--- src/rtl/radix6_pkg.sv ---
// ============================================================================
// radix6_pkg
// Shared frame geometry, triplet lane-to-slot maps and read FSM state type.
// Revision: 1.0
// ============================================================================
`default_nettype none

package radix6_pkg;

    localparam int FRAME_N   = 6;
    localparam int TRIPLET_N = 3;

    typedef logic [2:0] slot_t;

    // Lane k of the even/odd triplet reads frame slot MAP[k]
    localparam slot_t EVEN_MAP [TRIPLET_N] = '{3'd0, 3'd2, 3'd4};
    localparam slot_t ODD_MAP  [TRIPLET_N] = '{3'd1, 3'd3, 3'd5};

    typedef enum logic [1:0] {
        RD_IDLE = 2'd0,
        RD_EVEN = 2'd1,
        RD_ODD  = 2'd2
    } rd_state_t;

endpackage

`default_nettype wire

--- src/rtl/radix6_input_commutator_if.sv ---
// ============================================================================
// radix6_input_commutator_if
// Serial sample input and parallel triplet output bundle of the commutator.
// Revision: 1.0
// ============================================================================
`default_nettype none

interface radix6_input_commutator_if #(
    parameter int DW = 32
);
    logic          in_valid;
    logic          in_sof;
    logic [DW-1:0] in_re;
    logic [DW-1:0] in_img;
    logic          out_valid;
    logic          out_sel;
    logic          out_sof;
    logic [DW-1:0] a_re;
    logic [DW-1:0] a_img;
    logic [DW-1:0] b_re;
    logic [DW-1:0] b_img;
    logic [DW-1:0] c_re;
    logic [DW-1:0] c_img;
    logic          frame_err;

    modport master (
        output in_valid, in_sof, in_re, in_img,
        input  out_valid, out_sel, out_sof,
        input  a_re, a_img, b_re, b_img, c_re, c_img, frame_err
    );

    modport slave (
        input  in_valid, in_sof, in_re, in_img,
        output out_valid, out_sel, out_sof,
        output a_re, a_img, b_re, b_img, c_re, c_img, frame_err
    );
endinterface

`default_nettype wire

--- src/rtl/frame_bank6.sv ---
// ============================================================================
// frame_bank6
// Ping-pong pair of 6-slot complex buffers; one write port, 3-slot triplet read.
// Revision: 1.0
// ============================================================================
`default_nettype none

module frame_bank6
    import radix6_pkg::*;
#(
    parameter int DW = 32
) (
    input  wire logic                               clk,
    input  wire logic                               i_wr_en,
    input  wire logic                               i_wr_bank,
    input  wire slot_t                              i_wr_slot,
    input  wire logic [2*DW-1:0]                    i_wr_data,
    input  wire logic                               i_rd_bank,
    input  wire logic                               i_rd_sel,
    output logic      [TRIPLET_N-1:0][2*DW-1:0]     o_rd_data
);

    logic [2*DW-1:0] r_mem [2][FRAME_N];

    always_ff @(posedge clk) begin
        if (i_wr_en) begin
            r_mem[i_wr_bank][i_wr_slot] <= i_wr_data;
        end
    end

    for (genvar k = 0; k < TRIPLET_N; k++) begin : g_lane
        slot_t w_slot;
        assign w_slot       = i_rd_sel ? ODD_MAP[k] : EVEN_MAP[k];
        assign o_rd_data[k] = r_mem[i_rd_bank][w_slot];
    end

endmodule

`default_nettype wire

--- src/rtl/radix6_input_commutator.sv ---
// ============================================================================
// radix6_input_commutator
// Collects 6-sample frames and re-emits them as even/odd index triplets.
// Revision: 1.0
// ============================================================================
`default_nettype none

module radix6_input_commutator
    import radix6_pkg::*;
#(
    parameter int DW = 32
) (
    input  wire logic                 clk,
    input  wire logic                 rst,
    radix6_input_commutator_if.slave  bus
);

    slot_t                          r_wr_cnt;
    logic                           r_wr_bank;
    logic                           r_rd_bank;
    logic                           r_frame_err;
    rd_state_t                      r_state;
    rd_state_t                      w_state_nxt;
    logic                           w_load;
    logic                           w_sel;
    logic                           w_last;
    slot_t                          w_wr_slot;
    logic [TRIPLET_N-1:0][2*DW-1:0] w_rd_data;

    logic                           r_out_valid;
    logic                           r_out_sel;
    logic                           r_out_sof;
    logic [TRIPLET_N-1:0][2*DW-1:0] r_lane;

    // A sof sample always restarts the frame, so it can never complete one
    assign w_last    = bus.in_valid & ~bus.in_sof & (r_wr_cnt == slot_t'(FRAME_N - 1));
    assign w_wr_slot = bus.in_sof ? '0 : r_wr_cnt;

    frame_bank6 #(.DW(DW)) u_bank (
        .clk       (clk),
        .i_wr_en   (bus.in_valid),
        .i_wr_bank (r_wr_bank),
        .i_wr_slot (w_wr_slot),
        .i_wr_data ({bus.in_re, bus.in_img}),
        .i_rd_bank (r_rd_bank),
        .i_rd_sel  (w_sel),
        .o_rd_data (w_rd_data)
    );

    always_ff @(posedge clk or posedge rst) begin
        if (rst) begin
            r_wr_cnt    <= '0;
            r_wr_bank   <= 1'b0;
            r_rd_bank   <= 1'b0;
            r_frame_err <= 1'b0;
        end else if (bus.in_valid) begin
            if (bus.in_sof) begin
                r_wr_cnt <= slot_t'(1);
                if (r_wr_cnt != '0) begin
                    r_frame_err <= 1'b1;
                end
            end else if (w_last) begin
                r_wr_cnt  <= '0;
                r_wr_bank <= ~r_wr_bank;
                r_rd_bank <= r_wr_bank;
            end else begin
                r_wr_cnt <= r_wr_cnt + slot_t'(1);
            end
        end
    end

    always_ff @(posedge clk or posedge rst) begin
        if (rst) begin
            r_state <= RD_IDLE;
        end else begin
            r_state <= w_state_nxt;
        end
    end

    always_comb begin
        w_state_nxt = r_state;
        w_load      = 1'b0;
        w_sel       = 1'b0;
        case (r_state)
            RD_IDLE: begin
                if (w_last) begin
                    w_state_nxt = RD_EVEN;
                end
            end
            RD_EVEN: begin
                w_load      = 1'b1;
                w_state_nxt = RD_ODD;
            end
            RD_ODD: begin
                w_load      = 1'b1;
                w_sel       = 1'b1;
                w_state_nxt = w_last ? RD_EVEN : RD_IDLE;
            end
            default: w_state_nxt = RD_IDLE;
        endcase
    end

    always_ff @(posedge clk or posedge rst) begin
        if (rst) begin
            r_out_valid <= 1'b0;
            r_out_sel   <= 1'b0;
            r_out_sof   <= 1'b0;
            r_lane      <= '0;
        end else begin
            r_out_valid <= w_load;
            r_out_sof   <= w_load & ~w_sel;
            if (w_load) begin
                r_out_sel <= w_sel;
                r_lane    <= w_rd_data;
            end
        end
    end

    assign bus.out_valid = r_out_valid;
    assign bus.out_sel   = r_out_sel;
    assign bus.out_sof   = r_out_sof;
    assign bus.frame_err = r_frame_err;
    assign bus.a_re      = r_lane[0][2*DW-1:DW];
    assign bus.a_img     = r_lane[0][DW-1:0];
    assign bus.b_re      = r_lane[1][2*DW-1:DW];
    assign bus.b_img     = r_lane[1][DW-1:0];
    assign bus.c_re      = r_lane[2][2*DW-1:DW];
    assign bus.c_img     = r_lane[2][DW-1:0];

endmodule

`default_nettype wire

--- src/flat_wrapper.sv ---
// flat-port wrapper written by rule: the top's interface ports become plain ports
module radix6_input_commutator_flat import radix6_pkg::*;
#(
    parameter int DW = 32
)
  (clk, rst, bus_in_valid, bus_in_sof, bus_in_re, bus_in_img, bus_out_valid, bus_out_sel, bus_out_sof, bus_a_re, bus_a_img, bus_b_re, bus_b_img, bus_c_re, bus_c_img, bus_frame_err);
  radix6_input_commutator_if #(.DW(DW)) bus_i ();
  input  wire logic clk;
  input  wire logic rst;
  input wire logic [$bits(bus_i.in_valid)-1:0] bus_in_valid;
  input wire logic [$bits(bus_i.in_sof)-1:0] bus_in_sof;
  input wire logic [$bits(bus_i.in_re)-1:0] bus_in_re;
  input wire logic [$bits(bus_i.in_img)-1:0] bus_in_img;
  output wire logic [$bits(bus_i.out_valid)-1:0] bus_out_valid;
  output wire logic [$bits(bus_i.out_sel)-1:0] bus_out_sel;
  output wire logic [$bits(bus_i.out_sof)-1:0] bus_out_sof;
  output wire logic [$bits(bus_i.a_re)-1:0] bus_a_re;
  output wire logic [$bits(bus_i.a_img)-1:0] bus_a_img;
  output wire logic [$bits(bus_i.b_re)-1:0] bus_b_re;
  output wire logic [$bits(bus_i.b_img)-1:0] bus_b_img;
  output wire logic [$bits(bus_i.c_re)-1:0] bus_c_re;
  output wire logic [$bits(bus_i.c_img)-1:0] bus_c_img;
  output wire logic [$bits(bus_i.frame_err)-1:0] bus_frame_err;
  assign bus_i.in_valid = bus_in_valid;
  assign bus_i.in_sof = bus_in_sof;
  assign bus_i.in_re = bus_in_re;
  assign bus_i.in_img = bus_in_img;
  assign bus_out_valid = bus_i.out_valid;
  assign bus_out_sel = bus_i.out_sel;
  assign bus_out_sof = bus_i.out_sof;
  assign bus_a_re = bus_i.a_re;
  assign bus_a_img = bus_i.a_img;
  assign bus_b_re = bus_i.b_re;
  assign bus_b_img = bus_i.b_img;
  assign bus_c_re = bus_i.c_re;
  assign bus_c_img = bus_i.c_img;
  assign bus_frame_err = bus_i.frame_err;
  radix6_input_commutator #(.DW(DW)) u_core (.clk(clk), .rst(rst), .bus(bus_i));
endmodule
--- config.mk ---
export PLATFORM = sky130hd
export DESIGN_NAME = radix6_input_commutator_flat
export DESIGN_NICKNAME = d
export VERILOG_FILES = /design/src/rtl/radix6_pkg.sv /design/src/rtl/radix6_input_commutator_if.sv /design/src/rtl/frame_bank6.sv /design/src/rtl/radix6_input_commutator.sv /design/src/flat_wrapper.sv
export SDC_FILE = /design/constraint.sdc
export NUM_CORES = 1
export LEC_CHECK = 0
export ABC_AREA = 0
export CAP_MARGIN = 20
export CORE_MARGIN = 2
export CORE_UTILIZATION = 57
export DETAILED_ROUTE_END_ITERATION = 7
export PLACE_DENSITY = 0.9
export SETUP_SLACK_MARGIN = 0.4
export SLEW_MARGIN = 20
export SYNTH_ARGS = -nofsm -noshare
export SYNTH_HDL_FRONTEND = slang
export SYNTH_SLANG_ARGS = --single-unit
--- constraint.sdc ---
create_clock -name clk -period 14.25 [get_ports clk]
set_input_delay 1.425 -clock clk [delete_from_list [all_inputs] [get_ports clk]]
set_output_delay 1.425 -clock clk [all_outputs]
set_load 0.03 [all_outputs]
==> impl_results.md <==
* Post-CTS Setup Repair Bufs at 0
* Leak pwr at 0.0142 µW
* FP Rows at 92
* Critical path startpoint category: input port
* Clk_skew at 24.3 ps
* Finished Cell Area at 42400 µm²
* Drt total wl at 85600 µm
* Register area at 28100 µm²
* Hpwl dp at 45100 µm
* Gp weighted congestion at 0.785
* Reg power frac at 40.3%
* Post-Route Utilization at roughly two thirds
* Placed Area at 39300 µm²
* Crit-path max cell delay at 930 ps
* Yosys warnings at 0
* Net Sw Frac at 34.4%
* Buffers on Ports at 263
* Cts bufs inserted at 91
* FF-to-FF setup slack at 10460 ps
* Die area at around 65000 µm²
* Clk buf depth at 3
* Worst slew pin tran at 1190 ps
* Clk pwr share at 26.3%
* Pint at 6240 µW
* F_max at 0.246 GHz
* Commonest non-fill, non-tap cell in the layout: edfxtp_1
* Die Ht at 255 µm
* Hold_sp: u_core.bus.frame_err$_DFFE_PP0P_
* CTS tree: yes
* Total track usage at 26.2%
* Core area at ~63000 µm²
* GRT overflow at 0
* Hold Path Sink: u_core.bus.frame_err$_DFFE_PP0P_
* Reg clk slew, reported paths at 60 ps
* Drt first pass iters at 5
* Initial antenna violation count at 4
* Initial DRC count at 2188
* Critical-path top delay cell: nor3b_2
* Met2 Usage GRT at 43.1%
* Largest net degree at the start of global routing at ~150
* Number of synthesized register bits at 971
* Worst Path Class, Setup: in -> reg
* Peak supply drop at 0.000196 V
* Post-CTS Resized at 0
* Antenna Violating Nets Remaining at 0
* Hold Slack at 487 ps
* Post-DR wirelength/cell at 27.6 µm
* Vias/cell at 6.27
* Type of the most critical hold path: reg -> reg
* Syn_nets at 1982
* Met3 usage in global routing at under 10%
* Critical R2R Capture: u_core.bus.c_img[13]$_DFFE_PP0P_
* Syn Inst Count at about 1.9k
* Area grow syn2layout at 17.8%
* Final max-slew violation count at 0
* WP buf/inv at 2
* DR vias at 19.5k
* Register area share after synthesis at 78.2%
* Clock tree sinks at 971
* Io pins at 264
* Comb pwr share at 33.4%
* Global routing's busiest layer: met2
* Number of global-route vias before repair at 19.9k
* Fin. Hold Viols at 0
* Syn Area/Cell at 18.9 µm²
* First-pass GRT wire length at 126000 µm
* Number of distinct library cells after synthesis at 28
* RSZ-0062 raised after global routing: no
* Power Dens Cells at 224 nW/µm²
* Critical path cell sequence: clkdlybuf4s50_1 -> nor3b_1 -> nor3b_2 -> buf_4
* Starting density of the core at 57.4%
* CTS Hold Bufs at 0
* Final setup TNS at 0 ps
* Clock latency on the worst-skew pair at 640 ps
* Die Wd at 255 µm
* CP arrival at roughly 4300 ps
* CTS root buf: clkbuf_16
* Crit path capture type: register
* Multi-input logic area at 7160 µm²
* Layout cell share with drive strength beyond 1 at 8.10%
* Setup Viol. Count Final at 0
* R2R Path Start: u_core.r_state[0]$_DFFE_PP0P_
* Fin crit share at 28.6%
* Mapped cell area at 36000 µm²
* Pwr Total at about 9500 µW
* Final net count at around 2.3k
* Status: finished clean
* Reg2Reg Depth at 6
* Fillers at 3614
* CP max FO at 53
* Hold Path Depth at 1
* Max Cap Viol at 0
* NetSw at 3270 µW
* Final Critical Period at 4070 ps
* CP top delay family: buffers and inverters
* Post-route DRC violation count at 0
* WP depth at 4
* Met1 Use GR at 35.4%
* Critical Path RT at 14510 ps
* Relative slew slack at around 21%
* Most frequent cells in the layout: 768 x edfxtp_1, 384 x mux2i_1, 263 x clkdlybuf4s50_1
* H-tree levels at 3
area by class of cell:
type | instances | area share [%]
clock inverter | 39 | 1.13
timing repair buffer | 291 | 6.82
antenna | 2 | 0.0118
sequential | 971 | 66.4
tap | 846 | 2.50
multi-input combinational | 817 | 16.9
clock buffer | 132 | 6.16
inverter | 10 | 0.106
flip-flops by register name, indices dropped and copies added (netlist names):
name / flops
u_core.bus.c_img: 32
u_core.bus.c_re: 32
u_core.bus.out_sof: 1
u_core.bus.b_re: 32
u_core.bus.a_re: 32
u_core.bus.frame_err: 1
u_core.bus.out_valid: 1
u_core.bus.a_img: 32
u_core.r_wr_cnt: 3
u_core.bus.out_sel: 1
u_core.r_wr_bank: 1
u_core.r_state: 2
u_core.r_rd_bank: 1
u_core.u_bank.r_mem: 768
u_core.bus.b_img: 32
synthesized netlist by cell type:
library cell	count	share of area (%)
buf_6	27	0.84
nand3_1	3	0.042
xnor2_1	1	0.024
nor3_1	3	0.042
nand4b_1	1	0.024
buf_4	1	0.021
nor2_1	8	0.083
edfxtp_1	768	64
buf_8	12	0.50
a211oi_1	1	0.021
nand2b_1	192	3.3
nand2_1	9	0.094
mux2i_1	384	11
a31o_2	2	0.049
inv_1	10	0.10
o211ai_1	1	0.021
nor3b_1	4	0.083
clkbuf_1	47	0.49
buf_2	14	0.19
o22ai_1	1	0.017
nor2b_1	1	0.017
a31oi_1	1	0.017
dfrtp_1	203	14
o21ai_0	5	0.070
o221ai_1	192	4.7
ha_1	7	0.24
mux2_2	1	0.031
buf_1	8	0.083
power groups by stage:
stage                     combinational (µW)  sequential, µW  clock (µW)
after global routing                    3350            3850        2630
final                                   3170            3830        2510
after CTS                               3170            3830        2520
after floorplan                         1650            4200           0
after detailed placement                3090            3860           0
after global placement                  2960            3850           0
layer usage:
| layer | wire length, µm | share of wire (%) |
|---|---|---|
| met4 | 2580 | 3.0 |
| met2 | 43000 | 50 |
| met5 | 21 | 0.025 |
| met3 | 7710 | 9.0 |
| met1 | 32300 | 38 |
cells by family after synthesis:
family                   count (synthesis)  share of synthesized area [%]
AO/OA/AOI/OAI                          203                           4.87
multiplexers                           385                           10.7
XOR/XNOR                                 1                         0.0243
adder cells (fa/ha/maj)                  7                          0.243
buffers and inverters                  119                           2.24
flip-flops                             971                           78.2
AND/OR/NAND/NOR                        221                           3.72
per-stage QoR:
step | setup WS, ps | std cells
CTS | 10240 | 3104
detailed placement | 9600 | 2933
global placement | 9620 | 2933
global route | 10030 | 3107
finish | 10180 | 3108
floorplan | 7120 | 1907
how the worst max path moves through the flow:
| stage | startpoint | endpoint | slack [ps] |
|---|---|---|---|
| detailed placement | bus_in_valid | u_core.u_bank.r_mem[0][250]$_DFFE_PP_ | 9600 |
| finish | bus_in_valid | u_core.u_bank.r_mem[0][233]$_DFFE_PP_ | 10180 |
| global route | bus_in_valid | u_core.u_bank.r_mem[1][122]$_DFFE_PP_ | 10030 |
| global placement | bus_in_valid | u_core.u_bank.r_mem[1][122]$_DFFE_PP_ | 9620 |
| floorplan | bus_in_valid | u_core.u_bank.r_mem[0][100]$_DFFE_PP_ | 7120 |
| CTS | bus_in_valid | u_core.u_bank.r_mem[0][250]$_DFFE_PP_ | 10240 |
(Power assumes the default switching activity.)
